[src/rtl/uart_pkg.sv]
`default_nettype none
// ============================================================================
//  Module      : uart_pkg
//  Description : Shared FSM state encodings and echo-mode constants for the
//                UART loopback echo buffer.
//  Revision    : 1.0 - initial release
// ============================================================================
package uart_pkg;

    // Echo engine states: wait for work, strobe TX, wait for UART to go busy
    typedef enum logic [1:0] {
        ST_IDLE  = 2'd0,
        ST_SEND  = 2'd1,
        ST_DRAIN = 2'd2
    } state_t;

    // MODE parameter values
    localparam int MODE_ECHO  = 0;
    localparam int MODE_UPPER = 1;

endpackage : uart_pkg
`default_nettype wire

[src/rtl/echo_fifo.sv]
`default_nettype none
// ============================================================================
//  Module      : echo_fifo
//  Description : Synchronous FIFO, DATA_W x DEPTH, first-word-fall-through
//                head output. Push while full is accepted only together
//                with a pop; pop while empty is ignored.
//  Revision    : 1.0 - initial release
// ============================================================================
module echo_fifo #(
    parameter int DATA_W = 8,
    parameter int DEPTH  = 16
) (
    input  logic                     clk,
    input  logic                     resetn,
    input  logic                     push,
    input  logic [DATA_W-1:0]        push_data,
    input  logic                     pop,
    output logic [DATA_W-1:0]        head,
    output logic                     full,
    output logic                     empty,
    output logic [$clog2(DEPTH):0]   count
);

    localparam int ADDR_W = $clog2(DEPTH);
    localparam logic [ADDR_W:0] C_FULL_CNT = (ADDR_W+1)'(DEPTH);

    logic [DATA_W-1:0] mem_q [DEPTH];
    logic [ADDR_W-1:0] wr_ptr_q, wr_ptr_d;
    logic [ADDR_W-1:0] rd_ptr_q, rd_ptr_d;
    logic [ADDR_W:0]   count_q, count_d;
    logic              do_push;
    logic              do_pop;

    assign full  = (count_q == C_FULL_CNT);
    assign empty = (count_q == '0);
    assign count = count_q;
    assign head  = mem_q[rd_ptr_q];

    // Qualify requests and advance pointers/occupancy; pointers wrap modulo DEPTH
    always_comb begin
        do_pop   = pop && !empty;
        do_push  = push && (!full || do_pop);
        wr_ptr_d = wr_ptr_q;
        rd_ptr_d = rd_ptr_q;
        count_d  = count_q;
        if (do_push) begin
            wr_ptr_d = wr_ptr_q + 1'b1;
        end
        if (do_pop) begin
            rd_ptr_d = rd_ptr_q + 1'b1;
        end
        if (do_push && !do_pop) begin
            count_d = count_q + 1'b1;
        end else if (do_pop && !do_push) begin
            count_d = count_q - 1'b1;
        end
    end

    // Pointer and occupancy registers
    always_ff @(posedge clk or negedge resetn) begin
        if (!resetn) begin
            wr_ptr_q <= '0;
            rd_ptr_q <= '0;
            count_q  <= '0;
        end else begin
            wr_ptr_q <= wr_ptr_d;
            rd_ptr_q <= rd_ptr_d;
            count_q  <= count_d;
        end
    end

    // Storage array; contents are don't-care until written, so no reset
    always_ff @(posedge clk) begin
        if (do_push) begin
            mem_q[wr_ptr_q] <= push_data;
        end
    end

endmodule : echo_fifo
`default_nettype wire

[src/rtl/uart_echo_buffer.sv]
`default_nettype none
// ============================================================================
//  Module      : uart_echo_buffer
//  Description : Buffered UART loopback. Received words are queued in a FIFO
//                and re-issued to the UART transmitter one frame at a time,
//                with overrun tracking and optional upper-case folding.
//  Revision    : 1.0 - initial release
// ============================================================================
module uart_echo_buffer
    import uart_pkg::*;
#(
    parameter int DATA_W = 8,
    parameter int DEPTH  = 16,
    parameter int MODE   = 0,
    parameter int CNT_W  = 8
) (
    input  logic                     clk,
    input  logic                     resetn,
    input  logic [DATA_W-1:0]        rx_data,
    input  logic                     rx_enable,
    input  logic                     tx_ready,
    input  logic                     loop_en,
    input  logic                     clear_overrun,
    output logic [DATA_W-1:0]        tx_data,
    output logic                     tx_enable,
    output logic [$clog2(DEPTH):0]   fifo_count,
    output logic                     overrun,
    output logic [CNT_W-1:0]         drop_cnt
);

    state_t            state_q, state_d;
    logic [DATA_W-1:0] tx_data_q, tx_data_d;
    logic              tx_enable_q, tx_enable_d;
    logic              overrun_q, overrun_d;
    logic [CNT_W-1:0]  drop_cnt_q, drop_cnt_d;

    logic              fifo_pop;
    logic              fifo_full;
    logic              fifo_empty;
    logic [DATA_W-1:0] fifo_head;
    logic [DATA_W-1:0] head_folded;
    logic              drop;

    echo_fifo #(
        .DATA_W (DATA_W),
        .DEPTH  (DEPTH)
    ) u_fifo (
        .clk       (clk),
        .resetn    (resetn),
        .push      (rx_enable),
        .push_data (rx_data),
        .pop       (fifo_pop),
        .head      (fifo_head),
        .full      (fifo_full),
        .empty     (fifo_empty),
        .count     (fifo_count)
    );

    // Optional case folding applied to the word as it leaves the FIFO
    if (MODE == MODE_UPPER) begin : g_fold_upper
        assign head_folded = (fifo_head >= DATA_W'(8'h61) && fifo_head <= DATA_W'(8'h7A))
                           ? fifo_head - DATA_W'(8'h20) : fifo_head;
    end else begin : g_fold_none
        assign head_folded = fifo_head;
    end

    // A word is lost only when full and no pop frees a slot in the same cycle
    assign drop = rx_enable && fifo_full && !fifo_pop;

    // Echo FSM: pop and load in IDLE, strobe in SEND, wait for UART busy in DRAIN
    always_comb begin
        state_d     = state_q;
        tx_data_d   = tx_data_q;
        tx_enable_d = 1'b0;
        fifo_pop    = 1'b0;
        case (state_q)
            ST_IDLE: begin
                if (!fifo_empty && tx_ready && loop_en) begin
                    fifo_pop    = 1'b1;
                    tx_data_d   = head_folded;
                    tx_enable_d = 1'b1;
                    state_d     = ST_SEND;
                end
            end
            ST_SEND: begin
                state_d = ST_DRAIN;
            end
            ST_DRAIN: begin
                if (!tx_ready) begin
                    state_d = ST_IDLE;
                end
            end
            default: begin
                state_d = ST_IDLE;
            end
        endcase
    end

    // Sticky overrun and saturating drop counter; a coincident drop beats clear
    always_comb begin
        overrun_d  = overrun_q;
        drop_cnt_d = drop_cnt_q;
        if (clear_overrun) begin
            overrun_d  = drop;
            drop_cnt_d = drop ? CNT_W'(1) : '0;
        end else if (drop) begin
            overrun_d = 1'b1;
            if (drop_cnt_q != {CNT_W{1'b1}}) begin
                drop_cnt_d = drop_cnt_q + CNT_W'(1);
            end
        end
    end

    // Control and output registers
    always_ff @(posedge clk or negedge resetn) begin
        if (!resetn) begin
            state_q     <= ST_IDLE;
            tx_data_q   <= '0;
            tx_enable_q <= 1'b0;
            overrun_q   <= 1'b0;
            drop_cnt_q  <= '0;
        end else begin
            state_q     <= state_d;
            tx_data_q   <= tx_data_d;
            tx_enable_q <= tx_enable_d;
            overrun_q   <= overrun_d;
            drop_cnt_q  <= drop_cnt_d;
        end
    end

    assign tx_data   = tx_data_q;
    assign tx_enable = tx_enable_q;
    assign overrun   = overrun_q;
    assign drop_cnt  = drop_cnt_q;

endmodule : uart_echo_buffer
`default_nettype wire

[config.mk]
export PLATFORM = sky130hd
export DESIGN_NAME = uart_echo_buffer
export DESIGN_NICKNAME = d
export VERILOG_FILES = /design/src/rtl/uart_pkg.sv /design/src/rtl/echo_fifo.sv /design/src/rtl/uart_echo_buffer.sv
export SDC_FILE = /design/constraint.sdc
export NUM_CORES = 1
export LEC_CHECK = 0
export CORE_UTILIZATION = 35
export DETAILED_ROUTE_END_ITERATION = 16
export HOLD_SLACK_MARGIN = 0.06
export PLACE_DENSITY = 0.54
export SYNTH_ARGS = -nofsm -noshare
export SYNTH_HDL_FRONTEND = slang
export SYNTH_SLANG_ARGS = --single-unit
export TNS_END_PERCENT = 20
[constraint.sdc]
create_clock -name clk -period 2.8 [get_ports clk]
set_input_delay 0.84 -clock clk [delete_from_list [all_inputs] [get_ports clk]]
set_output_delay 0.84 -clock clk [all_outputs]
set_load 0.05 [all_outputs]
==> qor.txt <==
# port buffers: 36
Clock Path Buffers: 2
Worst EP required: 1960 ps
Sw Pwr: 2.56 mW
Pin count of the biggest net entering global routing: 34
Setup Skew: 6.69 ps
Pre-CTS WS: -351 ps
First-pass GRT wire length: 20300 um
Int Power: 5.51 mW
Hold Path Class: reg -> reg
Layout cells sized above 1: 0.249
Sequential area share after synthesis: 0.708
TritonCTS Buffers: 17
Post-Synth Adder-Cell Area: 0.0239
GR Layer Usage met1: 0.180
Reg2Reg Setup Slack: 410 ps
Sum of negative setup slack: 0 ps
Synth Net Count: 403
Tmin final: 2700 ps
Final WS setup: 97.6 ps
Compound-cell area share of the yosys netlist: 0.0228
Post-synthesis mux area share: 0.140
TritonRoute pass-1 iters: 10
Critical-path top delay cell: clkdlybuf4s50_1
CTS clk-pin slew, worst paths: 60 ps
Met3 usage in global routing: 0.0354
ANT nets after route: 0
Critical path, cell by cell: clkdlybuf4s50_1
Crit start category: flop
Setup CP Type: reg -> out
Main combinational cell family by area after synthesis: multiplexers
Mapped Avg Cell Area: 17.5 um2
HP Start: tx_data[0]$_DFFE_PN0N_
Synth unique cells: 35
Synth Instances: 377
Max-cap viol count: 0
Die ar.: 0.0194 mm2
EDFF count, synth: 128
Net Sw Frac: 0.318
Final RePlAce weighted congestion: 0.765
Setup crit end: fifo_count[4]
Worst Path Buf+Inv: 1
Initial Utilization: 0.362
Most common cell after layout, fill and taps aside: edfxtp_1
CP Depth: 1
Clk sinks: 161
Endpoints failing setup: 0
Ys Warns: 0
I/O Pins: 37
Largest stage delay, worst path: 870 ps
WL per Instance: 18.6 um
Post-Synth XOR/XNOR Area: 0.0213
Period utilization: 0.965
Worst-Skew Late Latency: 420 ps
Part of the power in registers: 0.401
CTS tree: done
Core area: 0.0182 mm2
Simple-Gate Fraction of Synth Area: 0.0630
PwrDens: 1000 mW/mm2
Initial drt markers: 189
Ys flop type: edfxtp_1
Vias in the first global route: 3622
Final hold vios: 0
Violated checks: DRC
Root Driver: clkbuf_16
Worst slew margin: 0.622
Async SR Flop Fraction: 0.205
Total track usage: 0.144
Most frequent cells in the layout: edfxtp_1, clkdlybuf4s50_1, nand2_1, buf_4
Crit path max-delay family: buffers and inverters
Critical Path End Type: primary output
Synth Register Bits: 161
Clock H-tree levels: 4
Routed WL: 12800 um
Initial antenna violation count: 0
Status: complete, but fails checks
Routed via count: 3425
R2r endpoint: u_fifo.count[4]$_DFFE_PN0P_
CTS Hold Bufs: 0
RSZ-0062 raised after global routing: no
Peak VDD IR: 0.000474 V
Dominant cell type by area after synthesis: edfxtp_1
Reg-to-Reg Start: u_fifo.count[2]$_DFFE_PN0P_
Max Freq: 0.370 GHz
Share of the synthesized area in the top cell type: 0.583
P&R area growth vs syn: 22.2%
Vias/cell: 4.96
Combinational Power Share: 0.314
Worst Tran Pin Value: 566 ps
Chip width: 139 um
LEAKAGE: 2.80 nW
Die height: 139 um
Clk pwr share: 0.286
Fin nets: 475
Max Transition Viols Final: 0
CP Launch Point: u_fifo.count[4]$_DFFE_PN0P_
Post-route DRC violation count: 7
Grt peak-use layer: met2
Row count: 49
Antenna Cells: 0
R2R depth: 11
Mapped Area: 0.00659 mm2
HPWL after detailed placement: 8260 um
CP arrival: 1860 ps
Largest fanout on the critical path: 5
Met2 Track Usage GR: 0.241
Total gr overflow: 0
Area contributors post-synth: edfxtp_1, dfrtp_1, mux4_2
-- cells by family after synthesis --
group | after synthesis
adders and majority gates | 12
muxes | 50
AOI/OAI and AO/OA | 28
buffers and inverters | 27
DFF | 161
xor gates and xnor gates | 16
and+or+nand+nor | 83
-- final cells by class --
| class | count | area (um2) |
|---|---|---|
| fill | 1574 | 10200 |
| sequential | 161 | 4680 |
| multi-input combinational | 189 | 1840 |
| timing repair buffer | 70 | 628 |
| clock buffer | 17 | 425 |
| tap | 229 | 287 |
| clock inverter | 15 | 164 |
| inverter | 10 | 40.0 |
-- state kept, by name, summed over array words and instances (netlist names) --
| register | cells |
|---|---|
| u_fifo.count | 5 |
| tx_data | 8 |
| state_q | 2 |
| overrun | 1 |
| drop_cnt | 8 |
| tx_enable | 1 |
| u_fifo.rd_ptr_q | 4 |
| u_fifo.mem_q | 128 |
| u_fifo.wr_ptr_q | 4 |
-- worst min-delay path by stage --
stage	end	slack [ps]	depth (start not counted)
after global routing	state_q[1]$_DFFE_PN0P_	530	1
final	tx_data[0]$_DFFE_PN0N_	480	2
after CTS	tx_data[2]$_DFFE_PN0N_	490	2
after detailed placement	tx_data[2]$_DFFE_PN0N_	470	2
after floorplan	state_q[1]$_DFFE_PN0P_	450	1
after global placement	tx_data[2]$_DFFE_PN0N_	470	2
-- layer usage --
| metal | vias up | share of wire |
|---|---|---|
| li1 | 1585 | - |
| met2 | 77 | 0.49 |
| met5 | - | 0 |
| met3 | 13 | 0.043 |
| met1 | 1750 | 0.45 |
| met4 | 0 | 0.016 |
-- power groups by stage --
stage / Sequential [mW] / Combinational (mW) / Clock (mW)
after floorplan: 3.49 / 1.56 / 0
after global placement: 3.27 / 2.56 / 0
after detailed placement: 3.29 / 2.58 / 0
after CTS: 3.24 / 2.59 / 2.37
after global routing: 3.29 / 2.77 / 2.45
final: 3.23 / 2.53 / 2.30
-- stage by stage --
step | cell area, um2 | cells | util | hold WS (ps) | total power, mW
global placement | 7450 | 659 | 0.409 | 471 | 5.82
global route | 8060 | 691 | 0.442 | 533 | 8.51
CTS | 8040 | 691 | 0.442 | 487 | 8.20
floorplan | 6640 | 377 | - | 449 | 5.04
detailed placement | 7450 | 659 | 0.409 | 473 | 5.87
finish | 8060 | 691 | 0.442 | 484 | 8.07
-- cell usage after synthesis (2+ instances only) --
cell and count:
xnor2_1 15, ha_1 11, mux2_2 8, nand4_1 3, edfxtp_1 128, a21oi_1 3
nor4_1 2, buf_6 3, clkbuf_1 5, mux4_1 4, buf_1 4, nand2b_1 4
dfrtp_1 33, inv_1 9, mux2i_1 10, nor2_1 23, nor3_1 6, nand3_1 4
o21ai_0 23, nand2_1 34, mux4_2 28, buf_2 4
-- repair_timing --
item / 4_1_cts / 5_1_grt
buffers inserted: 0 / 0
setup endpoints to repair: 0 / 1
resized for setup: 0 / 1
(Power assumes the default switching activity.)
